`config.mk`:
```
export PLATFORM = sky130hd
export DESIGN_NAME = stage_sequencer
export DESIGN_NICKNAME = d
export VERILOG_FILES = /design/src/rtl/stage_pkg.sv /design/src/rtl/stage_lfsr.sv /design/src/rtl/stage_sequencer.sv
export SDC_FILE = /design/constraint.sdc
export NUM_CORES = 1
export LEC_CHECK = 0
export CAP_MARGIN = 10
export CORE_MARGIN = 2
export CORE_UTILIZATION = 35
export CTS_BUF_LIST = sky130_fd_sc_hd__clkbuf_2 sky130_fd_sc_hd__clkbuf_4 sky130_fd_sc_hd__clkbuf_8
export CTS_CLUSTER_DIAMETER = 200
export DETAILED_ROUTE_END_ITERATION = 8
export SYNTH_ARGS = -nofsm -noshare
export SYNTH_HDL_FRONTEND = slang
export SYNTH_SLANG_ARGS = --single-unit
```
`constraint.sdc`:
```
create_clock -name clock -period 3.8 [get_ports clock]
set_clock_uncertainty 0.05 [all_clocks]
set_input_delay 0.76 -clock clock [delete_from_list [all_inputs] [get_ports clock]]
set_output_delay 0.76 -clock clock [all_outputs]
set_load 0.01 [all_outputs]
```
`src/rtl/stage_pkg.sv`:
```
// Shared types, widths and LFSR helpers for the StageData game sequencer.
package stage_pkg;

    localparam int unsigned SYM_W   = 2;
    localparam int unsigned LFSR_W  = 8;
    localparam int unsigned TIMER_W = 8;
    localparam int unsigned STAGE_W = 6;

    // Feedback taps: bits 7, 5, 4 and 3.
    localparam logic [LFSR_W-1:0] LFSR_TAPS    = 8'b1011_1000;
    localparam logic [LFSR_W-1:0] DEFAULT_SEED = 8'hA5;

    typedef enum logic [2:0] {
        ST_IDLE,
        ST_ADD,
        ST_PLAY_ON,
        ST_PLAY_GAP,
        ST_WAIT_IN,
        ST_WIN,
        ST_FAIL
    } state_t;

    function automatic logic [LFSR_W-1:0] lfsr_step(input logic [LFSR_W-1:0] v);
        return {v[LFSR_W-2:0], ^(v & LFSR_TAPS)};
    endfunction

    // Low symbol bits of lfsr_step(v), without forming the full stepped word.
    function automatic logic [SYM_W-1:0] lfsr_next_symbol(input logic [LFSR_W-1:0] v);
        return {v[0], ^(v & LFSR_TAPS)};
    endfunction

endpackage

```
`src/rtl/stage_lfsr.sv`:
```
// 8-bit Fibonacci LFSR with synchronous load-to-seed and advance enables.
module stage_lfsr
    import stage_pkg::*;
#(
    parameter logic [LFSR_W-1:0] SEED = DEFAULT_SEED
) (
    input  logic              clk,
    input  logic              rst_n,
    input  logic              load,
    input  logic              advance,
    output logic [LFSR_W-1:0] value_d
);

    logic [LFSR_W-1:0] value_q;

    // value_d is the register content after the coming edge; load wins over advance.
    always_comb begin
        value_d = value_q;
        if (load) begin
            value_d = SEED;
        end else if (advance) begin
            value_d = lfsr_step(value_q);
        end
    end

    always_ff @(posedge clk or negedge rst_n) begin
        if (!rst_n) begin
            value_q <= SEED;
        end else begin
            value_q <= value_d;
        end
    end

endmodule

```
`src/rtl/stage_sequencer.sv`:
```
// Game-level controller for the StageData 2-bit symbol path ("repeat-after-me").
// Define STAGE_TIMEOUT_EN to fail a stage when the player stays idle in WAIT_IN.
module stage_sequencer
    import stage_pkg::*;
#(
    parameter int unsigned       MAX_STAGE      = 16,
    parameter int unsigned       HOLD_CYCLES    = 4,
    parameter int unsigned       GAP_CYCLES     = 2,
    parameter logic [LFSR_W-1:0] SEED           = DEFAULT_SEED,
    parameter int unsigned       TIMEOUT_CYCLES = 64
) (
    input  logic       clock,
    input  logic       reset,
    input  logic       start,
    input  logic       user_valid,
    input  logic [1:0] user_data,
    output logic       stageon,
    output logic [1:0] stage_data,
    output logic       play_valid,
    output logic [1:0] play_data,
    output logic [5:0] stage_num,
    output logic       busy,
    output logic       win,
    output logic       fail
);

    localparam int unsigned IDX_W = $clog2(MAX_STAGE);
    localparam logic [TIMER_W-1:0] HOLD_LOAD = TIMER_W'(HOLD_CYCLES - 1);
    localparam logic [TIMER_W-1:0] GAP_LOAD  = TIMER_W'(GAP_CYCLES - 1);
`ifdef STAGE_TIMEOUT_EN
    localparam logic [TIMER_W-1:0] WAIT_LOAD = TIMER_W'(TIMEOUT_CYCLES - 1);
`else
    localparam logic [TIMER_W-1:0] WAIT_LOAD = '0;
`endif

    if (MAX_STAGE < 2 || MAX_STAGE > 32) begin : g_bad_max_stage
        $error("stage_sequencer: MAX_STAGE must be within 2..32");
    end
    if (HOLD_CYCLES < 1 || GAP_CYCLES < 1 || TIMEOUT_CYCLES < 1) begin : g_bad_timing
        $error("stage_sequencer: HOLD_CYCLES, GAP_CYCLES and TIMEOUT_CYCLES must be >= 1");
    end
    if (SEED == '0) begin : g_bad_seed
        $error("stage_sequencer: SEED must be nonzero");
    end

    state_t               state_q, state_d;
    logic [STAGE_W-1:0]   stage_num_q, stage_num_d;
    logic [STAGE_W-1:0]   idx_q, idx_d;
    logic [TIMER_W-1:0]   timer_q, timer_d;
    logic [SYM_W-1:0]     seq_q [MAX_STAGE];
    logic [SYM_W-1:0]     seq_d [MAX_STAGE];

    logic                 lfsr_load, lfsr_adv;
    logic [LFSR_W-1:0]    lfsr_d;

    logic                 stageon_q, stageon_d;
    logic [SYM_W-1:0]     stage_data_q, stage_data_d;
    logic                 play_valid_q, play_valid_d;
    logic [SYM_W-1:0]     play_data_q, play_data_d;
    logic                 busy_q, busy_d;
    logic                 win_q, win_d;
    logic                 fail_q, fail_d;

    stage_lfsr #(
        .SEED (SEED)
    ) u_lfsr (
        .clk     (clock),
        .rst_n   (reset),
        .load    (lfsr_load),
        .advance (lfsr_adv),
        .value_d (lfsr_d)
    );

    always_comb begin
        state_d     = state_q;
        stage_num_d = stage_num_q;
        idx_d       = idx_q;
        timer_d     = timer_q;
        seq_d       = seq_q;
        lfsr_load   = 1'b0;
        lfsr_adv    = 1'b0;

        case (state_q)
            ST_IDLE, ST_WIN, ST_FAIL: begin
                if (start) begin
                    state_d     = ST_ADD;
                    stage_num_d = '0;
                    idx_d       = '0;
                    timer_d     = '0;
                    lfsr_load   = 1'b1;
                    for (int unsigned i = 0; i < MAX_STAGE; i++) begin
                        seq_d[i] = '0;
                    end
                end
            end

            // stage_data_q already holds the symbol the LFSR produces in this cycle.
            ST_ADD: begin
                lfsr_adv                          = 1'b1;
                seq_d[stage_num_q[IDX_W-1:0]]     = stage_data_q;
                idx_d                             = '0;
                timer_d                           = HOLD_LOAD;
                state_d                           = ST_PLAY_ON;
            end

            ST_PLAY_ON: begin
                if (timer_q == '0) begin
                    timer_d = GAP_LOAD;
                    state_d = ST_PLAY_GAP;
                end else begin
                    timer_d = timer_q - TIMER_W'(1);
                end
            end

            ST_PLAY_GAP: begin
                if (timer_q == '0) begin
                    if (idx_q == stage_num_q) begin
                        idx_d   = '0;
                        timer_d = WAIT_LOAD;
                        state_d = ST_WAIT_IN;
                    end else begin
                        idx_d   = idx_q + STAGE_W'(1);
                        timer_d = HOLD_LOAD;
                        state_d = ST_PLAY_ON;
                    end
                end else begin
                    timer_d = timer_q - TIMER_W'(1);
                end
            end

            ST_WAIT_IN: begin
                if (user_valid) begin
                    if (user_data != seq_q[idx_q[IDX_W-1:0]]) begin
                        state_d = ST_FAIL;
                    end else if (idx_q == stage_num_q) begin
                        stage_num_d = stage_num_q + STAGE_W'(1);
                        state_d     = (stage_num_d == STAGE_W'(MAX_STAGE)) ? ST_WIN : ST_ADD;
                    end else begin
                        idx_d   = idx_q + STAGE_W'(1);
                        timer_d = WAIT_LOAD;
                    end
                end
`ifdef STAGE_TIMEOUT_EN
                else if (timer_q == '0) begin
                    state_d = ST_FAIL;
                end else begin
                    timer_d = timer_q - TIMER_W'(1);
                end
`endif
            end

            default: begin
                state_d = ST_IDLE;
            end
        endcase
    end

    // Outputs are registered from next-state values so they line up with state_q.
    always_comb begin
        stageon_d    = (state_d == ST_ADD);
        stage_data_d = stageon_d ? lfsr_next_symbol(lfsr_d) : '0;
        play_valid_d = (state_d == ST_PLAY_ON);
        play_data_d  = play_valid_d ? seq_d[idx_d[IDX_W-1:0]] : '0;
        busy_d       = (state_d == ST_ADD) || (state_d == ST_PLAY_ON) ||
                       (state_d == ST_PLAY_GAP) || (state_d == ST_WAIT_IN);
        win_d        = (state_d == ST_WIN);
        fail_d       = (state_d == ST_FAIL);
    end

    always_ff @(posedge clock or negedge reset) begin
        if (!reset) begin
            state_q      <= ST_IDLE;
            stage_num_q  <= '0;
            idx_q        <= '0;
            timer_q      <= '0;
            for (int unsigned i = 0; i < MAX_STAGE; i++) begin
                seq_q[i] <= '0;
            end
            stageon_q    <= 1'b0;
            stage_data_q <= '0;
            play_valid_q <= 1'b0;
            play_data_q  <= '0;
            busy_q       <= 1'b0;
            win_q        <= 1'b0;
            fail_q       <= 1'b0;
        end else begin
            state_q      <= state_d;
            stage_num_q  <= stage_num_d;
            idx_q        <= idx_d;
            timer_q      <= timer_d;
            seq_q        <= seq_d;
            stageon_q    <= stageon_d;
            stage_data_q <= stage_data_d;
            play_valid_q <= play_valid_d;
            play_data_q  <= play_data_d;
            busy_q       <= busy_d;
            win_q        <= win_d;
            fail_q       <= fail_d;
        end
    end

    assign stageon    = stageon_q;
    assign stage_data = stage_data_q;
    assign play_valid = play_valid_q;
    assign play_data  = play_data_q;
    assign stage_num  = stage_num_q;
    assign busy       = busy_q;
    assign win        = win_q;
    assign fail       = fail_q;

endmodule

```
==> results of run 1 <==
-- where the power goes --
| group | switching [W] | internal [W] |
|---|---|---|
| logic | 0.000620 | 0.000418 |
| registers | 0.000135 | 0.000902 |
| clock network | 0.000296 | 0.000322 |
| total | 0.00105 | 0.00164 |
-- logic make-up after synthesis --
logic type | after synthesis
AND/OR/NAND/NOR | 153
AO/OA/AOI/OAI | 138
flip-flops | 72
buffers and inverters | 48
multiplexers | 37
XOR/XNOR | 18
adder cells (fa/ha/maj) | 8
-- layout make-up --
class                           instances  area (µm²)
Sequential cell                        72        1810
Timing Repair Buffer                   34         303
Clock buffer                           12         146
Fill cell                            1230        7470
Multi-Input combinational cell        354        2450
Tap cell                              172         215
Inverter                               21        78.8
Clock inverter                          4        45.0
-- synthesized netlist by cell type (all sizes together) (3+ instances only) --
cell / instances / area share (%)
dfrtp: 68 / 38
nand2: 57 / 4.9
o21ai: 43 / 4.8
mux2i: 28 / 6.3
a22o: 22 / 4.3
nor2: 22 / 1.9
a21oi: 21 / 2.4
inv: 19 / 1.6
clkbuf: 17 / 1.4
and2: 14 / 2.0
xor2: 12 / 2.4
nand3: 11 / 1.2
nor2b: 11 / 1.5
nor3: 11 / 1.2
a32o: 10 / 2.2
and3: 10 / 1.4
buf: 10 / 1.2
ha: 8 / 2.2
mux4: 8 / 4.3
a211oi: 7 / 1.2
a22oi: 7 / 1.2
nand4: 6 / 0.84
xnor2: 6 / 1.2
o31ai: 5 / 0.84
dfstp: 4 / 2.4
nand2b: 4 / 0.56
o21a: 4 / 0.67
nor4b: 3 / 0.59
o221ai: 3 / 0.98
o22ai: 3 / 0.42
-- per-stage QoR --
step / power [W] / cells / instance area (µm²) / setup slack [ns]
after floorplan: 0.00179 / 474 / 4450 / 0.633
after global placement: 0.00206 / 653 / 4850 / 0.405
after detailed placement: 0.00208 / 653 / 4850 / 0.272
after CTS: 0.00271 / 669 / 5050 / 0.361
after global routing: 0.00290 / 669 / 5050 / 0.0367
final: 0.00269 / 669 / 5050 / 0.353
-- registers in the layout, summed over array words and instances, names as in the netlist --
signal          cells
busy                1
fail                1
idx_q               6
play_data           2
play_valid          1
seq_q              32
stage_data          2
stage_num           6
stageon             1
state_q             3
timer_q             8
u_lfsr.value_q      8
win                 1
-- critical path: stages, from the launching register on --
cell	delay (ns)
sky130_fd_sc_hd__dfrtp_1	0.50
sky130_fd_sc_hd__buf_4	0.32
sky130_fd_sc_hd__xor2_1	0.12
sky130_fd_sc_hd__nor4_2	0.35
sky130_fd_sc_hd__and2_1	0.36
sky130_fd_sc_hd__inv_2	0.11
sky130_fd_sc_hd__nand2_1	0.10
sky130_fd_sc_hd__nor3_1	0.06
sky130_fd_sc_hd__o32a_1	0.22
sky130_fd_sc_hd__o221ai_4	0.27
sky130_fd_sc_hd__mux4_1	0.60
sky130_fd_sc_hd__mux2i_1	0.15
sky130_fd_sc_hd__o22ai_1	0.11
-- routing by layer --
metal  up-vias  GRT usage [%]  wire length, µm
li1       1788              -                -
met1      1866           25.6             5520
met2        87           29.6             5650
met3        26           4.27              441
met4         0           8.94              349
met5         -              0                0
-- worst paths after layout --
kind                                      to  depth (start not counted)
worst max-delay path            play_data[1]                         12
worst min-delay path                idx_q[1]                          1
worst max register to register  play_data[1]                         12
worst min register to register    timer_q[7]                          1
max in group asynchronous         timer_q[6]                          1
min in group clock                timer_q[7]                          1
==> impl_metrics.prom, run 1 <==
# TYPE chip_impl_metric gauge
chip_impl_metric{name="via_count_normalized_by_instance_count",unit=""} 5.63
chip_impl_metric{name="route.final.wire_length",unit="µm"} 12000
chip_impl_metric{name="grt_antenna_before_repair",unit=""} 0
chip_impl_metric{name="synthDistinctLibCells",unit=""} 52
chip_impl_metric{name="synthesis.area_per_instance",unit="µm²"} 9.40
chip_impl_info{name="timing.rr.start",value="idx_q[0]"} 1
chip_impl_metric{name="worst_ir_drop_vdd",unit="V"} 0.000218
chip_impl_metric{name="hpwlAfterDp",unit="µm"} 8550
chip_impl_metric{name="synthArstFlopShare",unit="%"} 100
chip_impl_metric{name="dr.pass1.iters",unit=""} 4
chip_impl_info{name="endpoint_kind",value="flip-flop"} 1
chip_impl_metric{name="synth_xor_xnor_area_share",unit="%"} 3.54
chip_impl_metric{name="powerDensity",unit="nW/µm²"} 534
chip_impl_info{name="tritoncts",value="done"} 1
chip_impl_metric{name="gr-total-overflow",unit=""} 0
chip_impl_metric{name="synth-adder-area-share",unit="%"} 2.25
chip_impl_metric{name="synth.yosys.warnings",unit=""} 0
chip_impl_metric{name="hold_ws",unit="ns"} 0.447
chip_impl_metric{name="cts_sinks",unit=""} 72
chip_impl_metric{name="transition_time_at_the_pin_with_the_least_slew_margin",unit="ns"} 0.929
chip_impl_metric{name="route.vias.total",unit=""} 3767
chip_impl_info{name="dominant_synthesized_flop_cell",value="sky130_fd_sc_hd__dfrtp_1"} 1
chip_impl_metric{name="post_route_cells_drive_above_1_share",unit="%"} 9.26
chip_impl_metric{name="die_area",unit="µm²"} 13600
chip_impl_metric{name="post_synth_and_or_nand_nor_area_fraction",unit="%"} 16.9
chip_impl_metric{name="timing.slew.headroom",unit="%"} 38.0
chip_impl_metric{name="maximum_number_of_pins_on_one_net_before_global_route_repair",unit=""} 73
chip_impl_metric{name="floorplan.io_pins",unit=""} 21
chip_impl_metric{name="wire_per_inst",unit="µm"} 17.9
chip_impl_metric{name="synthToLayoutAreaGrowth",unit="%"} 13.3
chip_impl_metric{name="syn_inst",unit=""} 474
chip_impl_metric{name="core",unit="µm²"} 12500
chip_impl_metric{name="synth_compound_area_share",unit="%"} 21.5
chip_impl_info{name="hp-class",value="in -> async"} 1
chip_impl_metric{name="final_net_count",unit=""} 506
chip_impl_metric{name="chipHeight",unit="µm"} 117
chip_impl_metric{name="setup_viol",unit=""} 0
chip_impl_metric{name="global_route_wire_length_before_repair",unit="µm"} 20000
chip_impl_metric{name="fmax",unit="MHz"} 290
chip_impl_metric{name="synth.net_count",unit=""} 488
chip_impl_metric{name="port_buffers",unit=""} 20
chip_impl_metric{name="floorplan_row_count",unit=""} 41
chip_impl_metric{name="worst-r2r-setup-slack",unit="ns"} 0.35
chip_impl_metric{name="ant_nets",unit=""} 0
chip_impl_info{name="cts_root_buffer",value="sky130_fd_sc_hd__clkbuf_8"} 1
chip_impl_metric{name="initial_utilization",unit="%"} 35.6
chip_impl_metric{name="syn-cell-area",unit="µm²"} 4450
chip_impl_metric{name="worst_skew_pair_latency",unit="ns"} 0.38
chip_impl_metric{name="via_count_of_the_first_global_routing_pass",unit=""} 3825
chip_impl_metric{name="final_core_utilization",unit="%"} 40.3
chip_impl_info{name="crit_path_start_kind",value="flip-flop"} 1
chip_impl_metric{name="drv_cap",unit=""} 0
chip_impl_metric{name="post_synth_mux_area_share",unit="%"} 10.8
chip_impl_metric{name="leakage",unit="nW"} 2.11
chip_impl_metric{name="cts.reportedPaths.clkPinSlew",unit="ns"} 0.08
chip_impl_metric{name="setup_total_negative_slack",unit="ns"} 0
chip_impl_metric{name="post-route-drc-count",unit=""} 0
chip_impl_info{name="outcome",value="completed"} 1
chip_impl_metric{name="drtIter0Drc",unit=""} 325
chip_impl_metric{name="critical_path_required",unit="ns"} 4.00
chip_impl_info{name="combinational_family_with_the_most_area_after_synthesis",value="compound AO/OA/AOI/OAI gates"} 1
chip_impl_metric{name="critical_path_arrival",unit="ns"} 3.64
chip_impl_metric{name="gr-usage-all-layers",unit="%"} 19.1
chip_impl_metric{name="synth_sequential_area_ratio",unit="%"} 40.6
chip_impl_metric{name="post_cts_resize_count",unit=""} 0
chip_impl_metric{name="synth.ff_latch_count",unit=""} 72
chip_impl_metric{name="synth_edf_count",unit=""} 0
chip_impl_metric{name="chipWidth",unit="µm"} 117
chip_impl_metric{name="clk_path_buf_depth",unit=""} 2
chip_impl_info{name="worst_setup_path_startpoint",value="idx_q[0]"} 1
chip_impl_info{name="worstSetupPathType",value="reg -> reg"} 1
chip_impl_metric{name="crit_fanout",unit=""} 14
chip_impl_metric{name="routabilityCongestion",unit=""} 0.876
chip_impl_metric{name="finalHoldViolCount",unit=""} 0
chip_impl_info{name="rsz0062_at_grt",value="false"} 1
chip_impl_metric{name="cts-buffers-inserted",unit=""} 9
chip_impl_metric{name="final.period_utilization",unit="%"} 90.7
chip_impl_metric{name="postCtsSetupBuffers",unit=""} 0
chip_impl_metric{name="antenna_cell_count",unit=""} 0
chip_impl_info{name="final_common_cell",value="sky130_fd_sc_hd__dfrtp_1"} 1
chip_impl_metric{name="clock_tree.htree_level_count",unit=""} 3
chip_impl_info{name="mostFrequentLayoutCells",value="68 x sky130_fd_sc_hd__dfrtp_1, 56 x sky130_fd_sc_hd__nand2_1, 42 x sky130_fd_sc_hd__o21ai_0"} 1
chip_impl_metric{name="postCtsHoldBufs",unit=""} 0
chip_impl_metric{name="number_of_slew_limit_violations_in_the_final_report",unit=""} 0
chip_impl_metric{name="layout_min_cycle_time",unit="ns"} 3.45
(Power assumes the default switching activity.)
==> run 2: changes to the inputs <==
Settings changed: CTS_CLUSTER_SIZE from default to 10, SKIP_LAST_GASP from default to 1.
==> results of run 2 <==
No change in the layout: final DEF, timing and power equal those of run 1.
==> run 3: changes to the inputs <==
--- a/config.mk
+++ b/config.mk
@@ -18 +18,2 @@
 export SYNTH_SLANG_ARGS = --single-unit
+export TNS_END_PERCENT = 50
--- a/constraint.sdc
+++ b/constraint.sdc
@@ -4,2 +4,2 @@
 set_output_delay 0.76 -clock clock [all_outputs]
-set_load 0.01 [all_outputs]
+set_load 0.005 [all_outputs]
==> results of run 3 <==
The final DEF is identical to that of run 1. Status: completed.
Among the figures that moved: total power 0.00269 W -> 0.00268 W
